<file path="config.mk">
export PLATFORM = sky130hd
export DESIGN_NAME = mem_arbiter
export DESIGN_NICKNAME = d
export VERILOG_FILES = /design/src/rtl/mem_arbiter.sv
export SDC_FILE = /design/constraint.sdc
export NUM_CORES = 1
export LEC_CHECK = 0
export BUFFER_PORTS_ARGS = -buffer_cell sky130_fd_sc_hd__buf_2
export CORE_MARGIN = 10
export CORE_UTILIZATION = 47
export CTS_CLUSTER_DIAMETER = 30
export DETAILED_ROUTE_END_ITERATION = 8
export GPL_TIMING_DRIVEN = 1
export PLACE_DENSITY = 0.91
export SETUP_SLACK_MARGIN = 0.2
export SYNTH_ARGS = -nofsm -noshare
export SYNTH_HDL_FRONTEND = slang
export SYNTH_SLANG_ARGS = --single-unit
</file>
<file path="constraint.sdc">
create_clock -name clk -period 2.92 [get_ports clk]
set_clock_uncertainty 0.2 [all_clocks]
set_input_delay 0.584 -clock clk [delete_from_list [all_inputs] [get_ports clk]]
set_output_delay 0.584 -clock clk [all_outputs]
set_load 0.02 [all_outputs]
</file>
<file path="src/rtl/mem_arbiter.sv">
// rtl/mem_arbiter.sv - three-requester single-port RAM arbiter
//
// Arbitrates fetch (req[0]), load/store (req[1]) and loader (req[2]) onto a
// single RAM port. Each access runs IDLE -> ISSUE -> (WAIT x RAM_LAT -> RESP)
// for reads, IDLE -> ISSUE -> IDLE for writes.
//
// Parameters: ADDR_W (RAM word-address width), DATA_W (data width),
//             RAM_LAT (RAM read latency, 1..7 cycles).
// Ports:
//   clk, reset       clock, synchronous active-low reset
//   req, we          per-requester request / write enable
//   addr, wdata      packed per-requester address / write data
//   gnt, rvalid      one-hot grant pulse / read-response pulse
//   rdata            shared read data, valid with any rvalid bit
//   busy             high whenever not IDLE
//   ram_en, ram_we   RAM strobes, ram_addr/ram_wdata/ram_rdata RAM data path
// Optional feature: ARB_ROUND_ROBIN_EN alternates load/store and fetch
// (loader keeps top priority).

module mem_arbiter #(
    parameter int ADDR_W  = 8,
    parameter int DATA_W  = 16,
    parameter int RAM_LAT = 1
) (
    input  logic                  clk,
    input  logic                  reset,
    input  logic [2:0]            req,
    input  logic [2:0]            we,
    input  logic [3*ADDR_W-1:0]   addr,
    input  logic [3*DATA_W-1:0]   wdata,
    output logic [2:0]            gnt,
    output logic [2:0]            rvalid,
    output logic [DATA_W-1:0]     rdata,
    output logic                  busy,
    output logic                  ram_en,
    output logic                  ram_we,
    output logic [ADDR_W-1:0]     ram_addr,
    output logic [DATA_W-1:0]     ram_wdata,
    input  logic [DATA_W-1:0]     ram_rdata
);

    typedef enum logic [1:0] {IDLE, ISSUE, WAIT, RESP} state_t;

    state_t              state, state_nxt;
    logic [1:0]          win;
    logic [1:0]          pick;
    logic                lat_we;
    logic [ADDR_W-1:0]   lat_addr;
    logic [DATA_W-1:0]   lat_wdata;
    logic [2:0]          cnt;
    logic [DATA_W-1:0]   rdata_q;

`ifdef ARB_ROUND_ROBIN_EN
    // 1 when load/store was the last of the two lower requesters granted;
    // reset points at fetch so load/store wins the first contest.
    logic                rr_last_ls;
`endif

    // Winner selection among the currently requesting sources.
    always_comb begin
        pick = 2'd0;
        if (req[2]) begin
            pick = 2'd2;
`ifdef ARB_ROUND_ROBIN_EN
        end else if (req[1] && req[0]) begin
            pick = rr_last_ls ? 2'd0 : 2'd1;
`endif
        end else if (req[1]) begin
            pick = 2'd1;
        end else begin
            pick = 2'd0;
        end
    end

    always_ff @(posedge clk) begin
        if (!reset) begin
            state     <= IDLE;
            win       <= 2'd0;
            lat_we    <= 1'b0;
            lat_addr  <= '0;
            lat_wdata <= '0;
            cnt       <= 3'd0;
            rdata_q   <= '0;
`ifdef ARB_ROUND_ROBIN_EN
            rr_last_ls <= 1'b0;
`endif
        end else begin
            state <= state_nxt;
            case (state)
                IDLE: begin
                    if (|req) begin
                        // Latch everything so later input changes cannot
                        // disturb the in-flight access.
                        win       <= pick;
                        lat_we    <= we[pick];
                        lat_addr  <= addr[pick*ADDR_W +: ADDR_W];
                        lat_wdata <= wdata[pick*DATA_W +: DATA_W];
`ifdef ARB_ROUND_ROBIN_EN
                        if (pick != 2'd2) begin
                            rr_last_ls <= (pick == 2'd1);
                        end
`endif
                    end
                end
                ISSUE: begin
                    cnt <= 3'(RAM_LAT - 1);
                end
                WAIT: begin
                    // The RAM data is valid during the last WAIT cycle.
                    if (cnt == 3'd0) begin
                        rdata_q <= ram_rdata;
                    end else begin
                        cnt <= cnt - 3'd1;
                    end
                end
                default: ;
            endcase
        end
    end

    always_comb begin
        state_nxt = state;
        gnt       = 3'b000;
        rvalid    = 3'b000;
        ram_en    = 1'b0;
        case (state)
            IDLE: begin
                if (|req) begin
                    state_nxt = ISSUE;
                end
            end
            ISSUE: begin
                gnt       = 3'b001 << win;
                ram_en    = 1'b1;
                state_nxt = lat_we ? IDLE : WAIT;
            end
            WAIT: begin
                if (cnt == 3'd0) begin
                    state_nxt = RESP;
                end
            end
            RESP: begin
                rvalid    = 3'b001 << win;
                state_nxt = IDLE;
            end
            default: state_nxt = IDLE;
        endcase
    end

    assign ram_we    = ram_en & lat_we;
    assign ram_addr  = lat_addr;
    assign ram_wdata = lat_wdata;
    assign rdata     = rdata_q;
    assign busy      = (state != IDLE);

endmodule
</file>
# Word level (Yosys, flattened, before mapping)
# Index checks and enable logic that the tools add are counted.
# totals
output_inout_bits	49
register_bits	48
input_bits	96
# op_classes
add_sub_neg	1
reduce_logical	9
n_lt_le_gt_ge	1
bitwise	1
shift	3
n_mux	13
n_eq_ne	6
# op_table
cell	n
indexed part select 48 x 7 -> 16 bit	1
indexed part select 24 x 6 -> 8 bit	1
2-to-1 mux 3 bit	3
2-to-1 mux 2 bit	4
case mux 2 bit (4 select lines)	1
AND reduction 2 bit	4
!= test 2 bit (second input constant)	3
case mux 3 bit (2 select lines)	1
== test 2 bit (second input constant)	2
nonzero test 2 bit	2
zero test 3 bit	1
< comparator 2 x 3 -> 1 bit (second input constant)	1
2-to-1 mux 1 bit	3
OR reduction 3 bit	1
left shift 1 x 2 -> 3 bit (first input constant)	1
subtractor 3 x 1 -> 3 bit (second input constant)	1
binary-select mux 1 bit (select 2 bit)	1
== test 2 x 1 -> 1 bit (second input constant)	1
zero test 2 bit	1
bitwise AND 1 bit	1

# Depth between registers and ports, before layout
# logic_depth
depth_word	4
ltp_mapped	9

# Worst setup path after synthesis
# Ideal clock, no wire load.
# synth_timing
path_kind	reg-to-output
startpoint	reg state[0]
endpoint	out gnt[0]
required_time_ps	2136
n_path_buf	0
arrival_time_ps	1198
path_stages_with_launch	3
path_slack_ps	938
cell_sequence	dfxtp_1 -> or2b_1 -> nor3_1
# synth_via
elab_chain_cells	2
# synth_lines
element	line_no	rtl
start, declared	44	state_t state, state_nxt;
start signal, assigned	88	state <= state_nxt;
== test 2 x 1 -> 1 bit	126	case (state)
2-to-1 mux 3 bit	126	
end, declared	31	output logic [2:0] gnt,
# No other way between the ends.

# Worst setup path after layout
# Same ends and word-level chain as after synthesis.

==> flow_summary.ini <==
[status]
status = completed

[floorplanning]
die_area_sq_mm = 0.00835
initial_utilization = 0.497
ios = 145
die_y_um = 91.4
core_area_sq_mm = 0.00482
die_w_um = 91.4
num_rows = 25

[detailed_routing]
initialDrtViolationCount = 66
avgRoutedWirePerCell_um = 15.2
viasPerCell = 4.98
drt_pre_antenna_iters = 4
vias = 2349
drtAntennaViolNets = 0
wl_um = 7160
drc = 0

[power]
power_frac_clock = 0.239
p_int_mw = 1.11
p_leak_nw = 1.60
p_sw_frac = 0.325
power_frac_comb = 0.287
power.density_mw_per_mm2 = 518
p_switching_mw = 0.534
p_seq_frac = 0.474
total_power_mw = 1.64
ir_worst_vdd_v = 0.000204

[place]
io_buffers = 144
dp.cells = 464
hpwlAfterDp_um = 5870
place.gp.congestion = 0.853

[clocking]
h-tree-depth = 2
cts-root-buf = clkbuf_8
holdBufCountCts = 0
clk_pin_slew_worst_paths_ns = 0.08
clockBufferDepth = 2
cts-resized-gates = 0
cts_buffers = 5
cts_tree = built
post_cts.repair.setup_buffers = 0
clkLatencyLatePin_ns = 0.29
cts.sinks = 48

[worst_setup_path]
r2r_setup_slack_ns = 0.88
worstSetupPathType = reg2out
required_ns = 2.14
start_kind = register
cpPeakStageDelay_ns = 0.63
crit_start = state[0]$_SDFFE_PN0P_
cp_slowest_cell = dfxtp_1
critPathBufInv = 1
crit_chain = or2b_1 -> nor3_1 -> buf_2
critPathTopFamily = flip-flops
cp-end-kind = primary output
worstPathArrival_ns = 1.59
rr_startpoint = cnt[0]$_SDFFE_PN0P_
cp_max_fo = 14

[yosys]
synth_top_family_by_area = compound AO/OA/AOI/OAI gates
yosysTopAreaCell = dfxtp_1
ys_top_cells_by_area = dfxtp_1, mux2i_1, nand2_1
ys_types = 30
synth_compound_gate_area_share = 0.240
async_reset_ff_frac = 0
synth-adder-area-share = 0.0104
syn_avg_cell_area_sq_um = 8.84
yosys_warnings = 0
synth_most_common_cell = nand2_1
syn_nets = 369
synth_area_sq_mm = 0.00239
synthFlopType = dfxtp_1
synth_edf_count = 0
synth-xor-area-share = 0
synth_top_cell_area_share = 0.401
synth_common_cells = nand2_1, dfxtp_1, o21ai_0
synth_cells = 271
synthSimpleGateAreaFrac = 0.173
ys_seq_area_frac = 0.401
synth.mux.area_fraction = 0.104
ys_ff_latch = 48

[sta]
finalCritPeriodShare = 0.814
setup_viol = 0
tightest_slew_ns = 0.905
setup_tns_ns = 0
min_period_ns = 2.38
fmax_ghz = 0.421
final_hold_viol_count = 0
drv_slew = 0
rsz0062_at_grt = no
slew_headroom = 0.396

[grt]
antenna_found_initial = 0
grt_use_total = 0.162
grt_max_degree = 54
globalRoute.totalOverflow = 0
grt_pass1_vias = 2405
grt_pass1_wl_um = 11300

[final_layout]
postLayoutCoreUtil = 0.659
final_cells = 472
layout-drive-gt1-share = 0.398
n_antenna_cell = 0
fillCellCount = 407
area_delta_synth_final_pct = 32.5
layout.nets = 502

[min_path]
holdCritStartpoint = rdata[0]$_SDFFE_PN0P_
hold_class = reg2reg

[job]
drv_cap = 0
[per-stage QoR]
step / instance area [sq um] / setup slack (ns) / hold WS (ns)
4_1_cts: 3170 / 0.545 / 0.255
3_5_place_dp: 3080 / 0.859 / 0.244
2_1_floorplan: 2390 / 0.938 / 0.259
5_1_grt: 3170 / 0.411 / 0.277
6_report: 3170 / 0.543 / 0.253
3_3_place_gp: 3080 / 0.870 / 0.238
[cells by family (layout without fill, tap and decap cells)]
| logic type | count (synthesis) | count (layout) |
|---|---|---|
| DFF | 48 | 48 |
| muxes | 25 | 25 |
| adders and majority gates | 2 | 2 |
| buffers and inverters | 28 | 162 |
| and+or+nand+nor | 86 | 86 |
| AOI/OAI and AO/OA | 82 | 82 |
[routing by layer]
layer  wire length, um  up-vias  track usage
li1                  -     1207            -
met1              2810     1024        0.167
met2              3410      106        0.281
met3               821       12       0.0790
met4               114        0       0.0535
met5                 0        -            0
[path summary, 6_finish.rpt]
kind | cells after the start | end
worst max-delay path | 3 | gnt[0]
worst min-delay path | 2 | rdata[0]$_SDFFE_PN0P_
worst max register to register | 6 | rdata[3]$_SDFFE_PN0P_
worst min register to register | 2 | rdata[0]$_SDFFE_PN0P_
[tightest hold or removal path, delay by kind of cell (launching register included)]
family,cells,cell delay (ns)
simple gates,1,0.05
flops,1,0.31
compound gates,1,0.05
[final cells by class]
cell class                      count  area, sq um  area share
Timing Repair Buffer              147          743       0.234
Clock inverter                      2         10.0     0.00315
Multi-Input combinational cell    195         1260       0.399
Tap cell                           67         83.8      0.0264
Inverter                            7         28.8     0.00907
Clock buffer                        6         82.6      0.0260
Sequential cell                    48          961       0.303
[registers in the layout, summed over array words and instances (netlist names), named ones only]
signal / cells
ram_wdata: 16
rdata: 16
ram_addr: 8
cnt: 3
win: 2
lat_we: 1
state: 1
[cells in the final DEF (no fill, tap or decap), types with 2 or more instances in the layout]
master	instances
inv_1	6
dfxtp_1	48
nand2b_1	3
ha_1	2
a22o_1	25
buf_4	3
o211ai_1	3
clkbuf_8	6
mux2i_1	25
nand2_1	59
o21ai_0	32
nor2_1	6
nor3_1	5
buf_2	144
clkinv_2	2
and2_1	5
a21boi_0	20
[power groups by stage]
stage | Clock (mW) | Combinational (mW) | Sequential, mW
after floorplan | 0 | 0.259 | 0.853
after CTS | 0.408 | 0.479 | 0.779
after global placement | 0 | 0.469 | 0.790
after detailed placement | 0 | 0.481 | 0.791
final | 0.393 | 0.473 | 0.779
after global routing | 0.431 | 0.522 | 0.791
No activity file was read; power rests on OpenSTA's default activity.
